==> src/rtl/special_reg_write_ctrl_pkg.sv <==
// Shared definitions for the special-register write controller.
// Contents:
//   DST_*      5-bit destination codes of the seven special registers
//   SR_*       bit positions of each register inside the sr_we strobe vector
//   sr_state_e controller state
package sr_pkg;

    localparam logic [4:0] DST_SHA = 5'b10011;
    localparam logic [4:0] DST_SHB = 5'b10010;
    localparam logic [4:0] DST_PSW = 5'b10111;
    localparam logic [4:0] DST_CWP = 5'b10110;
    localparam logic [4:0] DST_TB  = 5'b10101;
    localparam logic [4:0] DST_SWP = 5'b10100;
    localparam logic [4:0] DST_PC  = 5'b10001;

    localparam int unsigned SR_SHA = 0;
    localparam int unsigned SR_SHB = 1;
    localparam int unsigned SR_PSW = 2;
    localparam int unsigned SR_CWP = 3;
    localparam int unsigned SR_TB  = 4;
    localparam int unsigned SR_SWP = 5;
    localparam int unsigned SR_PC  = 6;
    localparam int unsigned SR_NUM = 7;

    typedef enum logic [1:0] {
        RUN,
        CWP_WAIT,
        TRAP_PSW,
        TRAP_PC
    } sr_state_e;

endpackage

==> src/rtl/special_reg_write_ctrl_if.sv <==
// Bus between the writeback/trap requester and the special-register
// write controller.
// Signals:
//   wb_valid/wb_dst/wb_data  writeback request, accepted when wb_valid & wb_ready
//   wb_ready                 controller can accept a writeback this cycle
//   trap_req/trap_psw/trap_pc trap entry request and its PSW/PC values
//   trap_ack                 one-cycle pulse with the trap PC write
//   sr_we/sr_wdata           one-hot register write strobes and their data
// Modports: master = requester side, slave = controller side.
interface special_reg_write_ctrl_if #(
    parameter int unsigned DW = 32
);
    logic          wb_valid;
    logic [4:0]    wb_dst;
    logic [DW-1:0] wb_data;
    logic          wb_ready;
    logic          trap_req;
    logic [DW-1:0] trap_psw;
    logic [DW-1:0] trap_pc;
    logic          trap_ack;
    logic [6:0]    sr_we;
    logic [DW-1:0] sr_wdata;

    modport master (
        output wb_valid, wb_dst, wb_data, trap_req, trap_psw, trap_pc,
        input  wb_ready, trap_ack, sr_we, sr_wdata
    );

    modport slave (
        input  wb_valid, wb_dst, wb_data, trap_req, trap_psw, trap_pc,
        output wb_ready, trap_ack, sr_we, sr_wdata
    );
endinterface

==> src/rtl/special_reg_write_ctrl_dst_decode.sv <==
// Destination decoder: maps a 5-bit register code to a one-hot strobe
// vector over the seven special registers. Output is zero when valid is
// low or the code names no special register.
// Ports:
//   valid   in   request qualifier
//   dst     in   5-bit destination code
//   onehot  out  7-bit one-hot strobe, bit order SHA..PC
module sr_dst_decode
    import sr_pkg::*;
(
    input  logic              valid,
    input  logic [4:0]        dst,
    output logic [SR_NUM-1:0] onehot
);

    always_comb begin
        onehot = '0;
        if (valid) begin
            case (dst)
                DST_SHA: onehot[SR_SHA] = 1'b1;
                DST_SHB: onehot[SR_SHB] = 1'b1;
                DST_PSW: onehot[SR_PSW] = 1'b1;
                DST_CWP: onehot[SR_CWP] = 1'b1;
                DST_TB:  onehot[SR_TB]  = 1'b1;
                DST_SWP: onehot[SR_SWP] = 1'b1;
                DST_PC:  onehot[SR_PC]  = 1'b1;
                default: onehot = '0;
            endcase
        end
    end

endmodule

==> src/rtl/special_reg_write_ctrl.sv <==
// Special-register write controller. Sequences every write to SHA, SHB,
// PSW, CWP, TB, SWP and PC: accepts writeback requests, runs two-cycle
// trap entry (PSW then PC) with priority over writeback, and stalls
// writeback for CWP_SETTLE cycles after a CWP write.
// Ports:
//   clk    in  rising-edge clock
//   reset  in  synchronous, active-high
//   bus    slave side of special_reg_write_ctrl_if (writeback, trap, strobes)
// Parameters:
//   DW          data width (must match the interface)
//   CWP_SETTLE  cycles wb_ready stays low after a CWP strobe (>=1)
module special_reg_write_ctrl
    import sr_pkg::*;
#(
    parameter int unsigned DW         = 32,
    parameter int unsigned CWP_SETTLE = 3
) (
    input  logic                           clk,
    input  logic                           reset,
    special_reg_write_ctrl_if.slave        bus
);

    localparam int unsigned CW = (CWP_SETTLE < 2) ? 1 : $clog2(CWP_SETTLE + 1);

    sr_state_e         state, state_d;
    logic [CW-1:0]     cnt, cnt_d;
    logic [SR_NUM-1:0] we_q, we_d;
    logic [DW-1:0]     wdata_q, wdata_d;
    logic              ack_q, ack_d;
    logic [SR_NUM-1:0] dec;

    sr_dst_decode u_dec (
        .valid  (bus.wb_valid),
        .dst    (bus.wb_dst),
        .onehot (dec)
    );

    always_ff @(posedge clk) begin
        if (reset) begin
            state   <= RUN;
            cnt     <= '0;
            we_q    <= '0;
            wdata_q <= '0;
            ack_q   <= 1'b0;
        end else begin
            state   <= state_d;
            cnt     <= cnt_d;
            we_q    <= we_d;
            wdata_q <= wdata_d;
            ack_q   <= ack_d;
        end
    end

    // Strobes default to zero every cycle, so each write is a single-cycle
    // pulse; write data is only reloaded when a strobe is issued.
    always_comb begin
        state_d = state;
        cnt_d   = cnt;
        we_d    = '0;
        wdata_d = wdata_q;
        ack_d   = 1'b0;
        case (state)
            RUN: begin
                if (bus.trap_req) begin
                    we_d[SR_PSW] = 1'b1;
                    wdata_d      = bus.trap_psw;
                    state_d      = TRAP_PSW;
                end else if (dec != '0) begin
                    we_d    = dec;
                    wdata_d = bus.wb_data;
                    if (dec[SR_CWP]) begin
                        state_d = CWP_WAIT;
                        cnt_d   = CW'(CWP_SETTLE);
                    end
                end
            end
            CWP_WAIT: begin
                cnt_d = cnt - CW'(1);
                if (cnt == CW'(1)) begin
                    state_d = RUN;
                end
            end
            TRAP_PSW: begin
                we_d[SR_PC] = 1'b1;
                wdata_d     = bus.trap_pc;
                ack_d       = 1'b1;
                state_d     = TRAP_PC;
            end
            TRAP_PC: begin
                state_d = RUN;
            end
            default: begin
                state_d = RUN;
            end
        endcase
    end

    assign bus.wb_ready = !reset && (state == RUN) && !bus.trap_req;
    assign bus.sr_we    = we_q;
    assign bus.sr_wdata = wdata_q;
    assign bus.trap_ack = ack_q;

endmodule

==> src/flat_wrapper.sv <==
// flat-port wrapper written by rule: the top's interface ports become plain ports
module special_reg_write_ctrl_flat import sr_pkg::*;
#(
    parameter int unsigned DW         = 32,
    parameter int unsigned CWP_SETTLE = 3
)
  (clk, reset, bus_wb_valid, bus_wb_dst, bus_wb_data, bus_trap_req, bus_trap_psw, bus_trap_pc, bus_wb_ready, bus_trap_ack, bus_sr_we, bus_sr_wdata);
  special_reg_write_ctrl_if #(.DW(DW)) bus_i ();
  input  logic clk;
  input  logic reset;
  input wire logic [$bits(bus_i.wb_valid)-1:0] bus_wb_valid;
  input wire logic [$bits(bus_i.wb_dst)-1:0] bus_wb_dst;
  input wire logic [$bits(bus_i.wb_data)-1:0] bus_wb_data;
  input wire logic [$bits(bus_i.trap_req)-1:0] bus_trap_req;
  input wire logic [$bits(bus_i.trap_psw)-1:0] bus_trap_psw;
  input wire logic [$bits(bus_i.trap_pc)-1:0] bus_trap_pc;
  output wire logic [$bits(bus_i.wb_ready)-1:0] bus_wb_ready;
  output wire logic [$bits(bus_i.trap_ack)-1:0] bus_trap_ack;
  output wire logic [$bits(bus_i.sr_we)-1:0] bus_sr_we;
  output wire logic [$bits(bus_i.sr_wdata)-1:0] bus_sr_wdata;
  assign bus_i.wb_valid = bus_wb_valid;
  assign bus_i.wb_dst = bus_wb_dst;
  assign bus_i.wb_data = bus_wb_data;
  assign bus_i.trap_req = bus_trap_req;
  assign bus_i.trap_psw = bus_trap_psw;
  assign bus_i.trap_pc = bus_trap_pc;
  assign bus_wb_ready = bus_i.wb_ready;
  assign bus_trap_ack = bus_i.trap_ack;
  assign bus_sr_we = bus_i.sr_we;
  assign bus_sr_wdata = bus_i.sr_wdata;
  special_reg_write_ctrl #(.DW(DW), .CWP_SETTLE(CWP_SETTLE)) u_core (.clk(clk), .reset(reset), .bus(bus_i));
endmodule
==> config.mk <==
export PLATFORM = sky130hd
export DESIGN_NAME = special_reg_write_ctrl_flat
export DESIGN_NICKNAME = d
export VERILOG_FILES = /design/src/rtl/special_reg_write_ctrl_pkg.sv /design/src/rtl/special_reg_write_ctrl_if.sv /design/src/rtl/special_reg_write_ctrl_dst_decode.sv /design/src/rtl/special_reg_write_ctrl.sv /design/src/flat_wrapper.sv
export SDC_FILE = /design/constraint.sdc
export NUM_CORES = 1
export LEC_CHECK = 0
export BUFFER_PORTS_ARGS = -buffer_cell sky130_fd_sc_hd__buf_2
export CAP_MARGIN = 25
export CORE_UTILIZATION = 41
export DETAILED_ROUTE_END_ITERATION = 16
export PLACE_DENSITY_LB_ADDON = 0.2
export SYNTH_ARGS = -nofsm -noshare
export SYNTH_HDL_FRONTEND = slang
export SYNTH_HIERARCHICAL = 1
export SYNTH_SLANG_ARGS = --single-unit
==> constraint.sdc <==
create_clock -name clk -period 1.32 [get_ports clk]
set_input_delay 0.066 -clock clk [delete_from_list [all_inputs] [get_ports clk]]
set_output_delay 0.066 -clock clk [all_outputs]
set_load 0.01 [all_outputs]
==> results.tsv <==
stage	metric	value	unit
status	result of the run	complete, but fails checks	
status	failing checks	setup timing	
critical_path	Critical Path Sink Type	output port	
critical_path	Setup crit start	u_core/state[0]	
synthesis	Unique masters post-synth	29	
placement	DP Cell Count	487	
global_route	GRT Overall Usage	18.77	%
critical_path	crit start category	register	
sta	fin crit period	1.324	ns
critical_path	required time worst endpoint	1.25	ns
synthesis	post-synthesis sequential area ratio	32.44	%
critical_path	worst-path fanout max	3	
synthesis	synth warn	6	
layout	area delta synth->final	38.89	%
layout	final core utilization	59.05	%
sta	Tightest Pin Transition	0.2616	ns
sta	Max Freq	755.1	MHz
routing	antenna-violating nets left	0	
sta	Slew Limit Fails	0	
power	ratio of total power to cell area	970.1	nW/um^2
layout	Nets	530	
layout	layout cells sized above 1	44.47	%
global_route	initial antenna violation count	0	
job	maximum capacitance violations	0	
clock_tree	CTS Buffer Depth	2	
routing	drt first pass iters	4	
floorplan	Die Ht	83.38	um
floorplan	num rows	29	
floorplan	chip width	83.38	um
sta	fin worst setup slack	-0.004271	ns
routing	Vias/cell	5.100	
synthesis	synthesized netlist cell count	274	
critical_path	Reg2Reg Launch Point	u_core/state[0]	
routing	Iteration-0 DRC Markers	109	
clock_tree	CTS tree	built	
min_path	Worst Hold Class	input port to register	
routing	DRC	0	
clock_tree	clock latency at the later pin of the worst-skew pair	0.29	ns
layout	ant diodes	0	
placement	DP HPWL	4823	um
sta	final setup fails	1	
power	LEAKAGE	0.001893	uW
floorplan	# IOs	146	
critical_path	worst path arrival time	1.26	ns
floorplan	Starting Density	42.52	%
floorplan	die area	6951	um^2
clock_tree	Post-CTS Hold Buffers	0	
sta	RSZ-0062 raised after global routing	yes	
synthesis	synthesized cell area	2715	um^2
clock_tree	clock buffer count from CTS	5	
sta	period utilization	100.3	%
global_route	first-pass GRT wire length	10850	um
routing	Routed WL per cell	13.66	um
layout	final non-filler cell total	502	
placement	port buffer count	145	
sta	Final Skew	0.008699	ns
clock_tree	H-tree levels	2	
sta	final hold vios	0	
global_route	pin count of the biggest net entering global routing	31	
global_route	vias in the first global route	2432	
synthesis	Mapped Avg Cell Area	9.909	um^2
placement	Final Wtd Congestion	0.8453	
critical_path	Crit Path Class	register to output port	
clock_tree	CTS Sinks	44	
synthesis	flops & latches, synth	44	
clock_tree	Reg clk slew, reported paths	0.09	ns
power	Worst VDD drop	467.2	uV
routing	WL final	6856	um
sta	WHS	0.09425	ns
global_route	aggregate global routing overflow	0	
min_path	Hold Crit Start	reset	
sta	max_slew headroom	82.40	%
floorplan	core area	6386	um^2
clock_tree	Root Driver	clkbuf_8	
routing	Vias	2560	
synthesis	syn nets	380	
## critical path, stage by stage (launching register included)
cell,delay (ns)
dfxtp_4,0.36
buf_12,0.12
nor4_4,0.30
buf_2,0.18
## metrics by stage
stage                      TNS (ns)  total power (uW)  cell area (um^2)  setup WS [ns]
final                     -0.004271              3659              3771      -0.004271
after global routing         -1.013              3861              3771       -0.06838
after CTS                  -0.03684              3665              3726       -0.01830
after detailed placement     -6.018              2748              3566        -0.1930
after global placement       -4.797              2734              3566        -0.1468
after floorplan             -0.9590              2322              2734       -0.03394
## kinds of logic (layout without fill, tap and decap cells)
group,count (synthesis),count (layout),synth area share (%)
and+or+nand+nor,95,95,23.46
muxes,64,64,23.59
DFF,44,44,32.44
AOI/OAI and AO/OA,39,39,12.12
buffers and inverters,31,182,7.926
adders and majority gates,1,1,0.4608
## registers in the layout (all words and copies together), names as in the netlist
signal / cells
u_core/bus.sr_we: 7
u_core/bus.sr_wdata: 32
u_core/cnt: 2
u_core/bus.trap_ack: 1
u_core/state: 2
## placed cells by master (no fill, tap or decap), types with 2 or more instances in the layout
| master | count |
|---|---|
| inv_1 | 2 |
| o21ai_0 | 2 |
| clkinv_2 | 2 |
| buf_4 | 17 |
| and2_1 | 5 |
| mux2i_1 | 64 |
| nand3b_1 | 3 |
| buf_6 | 2 |
| nor2_2 | 2 |
| nand2b_1 | 33 |
| a211oi_1 | 2 |
| buf_2 | 145 |
| nor3b_1 | 34 |
| buf_12 | 6 |
| nor2_1 | 6 |
| dfxtp_1 | 42 |
| a211o_1 | 32 |
| dfxtp_4 | 2 |
| nor4_1 | 2 |
| clkbuf_8 | 6 |
| nor3_1 | 3 |
## Yosys cell counts
cell / count / area [um^2]
nor4b_1: 1 / 8.760
a31o_1: 1 / 8.760
nor3_1: 3 / 15.01
clkbuf_1: 11 / 41.29
inv_1: 2 / 7.510
nor3_2: 1 / 10.01
nor2b_1: 1 / 6.260
dfxtp_1: 44 / 880.8
nand3b_1: 3 / 22.52
o21ai_0: 2 / 10.01
buf_2: 4 / 20.02
nor2_1: 8 / 30.03
nor4_4: 1 / 21.27
mux2i_1: 64 / 640.6
o31ai_1: 1 / 7.510
ha_1: 1 / 12.51
o21bai_1: 1 / 7.510
a211oi_1: 2 / 15.01
nor4_1: 2 / 12.51
nand3_1: 1 / 5.000
buf_4: 1 / 7.510
nand2b_1: 33 / 206.5
nand2_1: 1 / 3.750
a211o_1: 32 / 280.3
buf_1: 1 / 3.750
nor3b_1: 34 / 255.2
and2_1: 5 / 31.28
buf_6: 12 / 135.1
or3b_1: 1 / 8.760
## per-layer routing
metal | vias up | track usage (%) | wire (um)
li1 | 1292 | - | -
met1 | 1176 | 23.24 | 3043
met2 | 90 | 33.08 | 3343
met3 | 2 | 5.070 | 455
met4 | 0 | 2.821 | 13
met5 | - | 0 | 0
## area by class of cell
class | instances | area, um^2
multi-input cells | 199 | 1633
well taps | 77 | 96.34
repair buffers | 172 | 1054
flip-flops and latches | 44 | 888.4
clock buffers | 6 | 82.58
fillers | 593 | 2615
inverters | 2 | 7.507
clock inverters | 2 | 10.01
## worst paths after layout
| kind | slack [ns] | cells past startpoint | end |
|---|---|---|---|
| max reg2reg | 0.01 | 5 | u_core/bus.sr_wdata[17] |
| max | -0.004 | 3 | bus_wb_ready |
| min reg2reg | 0.47 | 2 | u_core/bus.sr_wdata[12] |
| min | 0.09 | 2 | u_core/state[1] |
## power by group
| group | total, uW | internal (uW) | switching (uW) |
|---|---|---|---|
| registers | 1560 | 1480 | 79.2 |
| clock network | 874 | 418 | 456 |
| logic | 1220 | 662 | 562 |
| total | 3660 | 2560 | 1100 |
## timing repair
item / in CTS / in global routing
gates resized for setup: 3 / 4
setup endpoints to repair: 1 / 30
pin swaps: 1 / 0
cloned: 1 / 1
setup buffers: 4 / 1
endpoints found under the hold margin: 0 / 0
No activity file was read; power rests on OpenSTA's default activity.
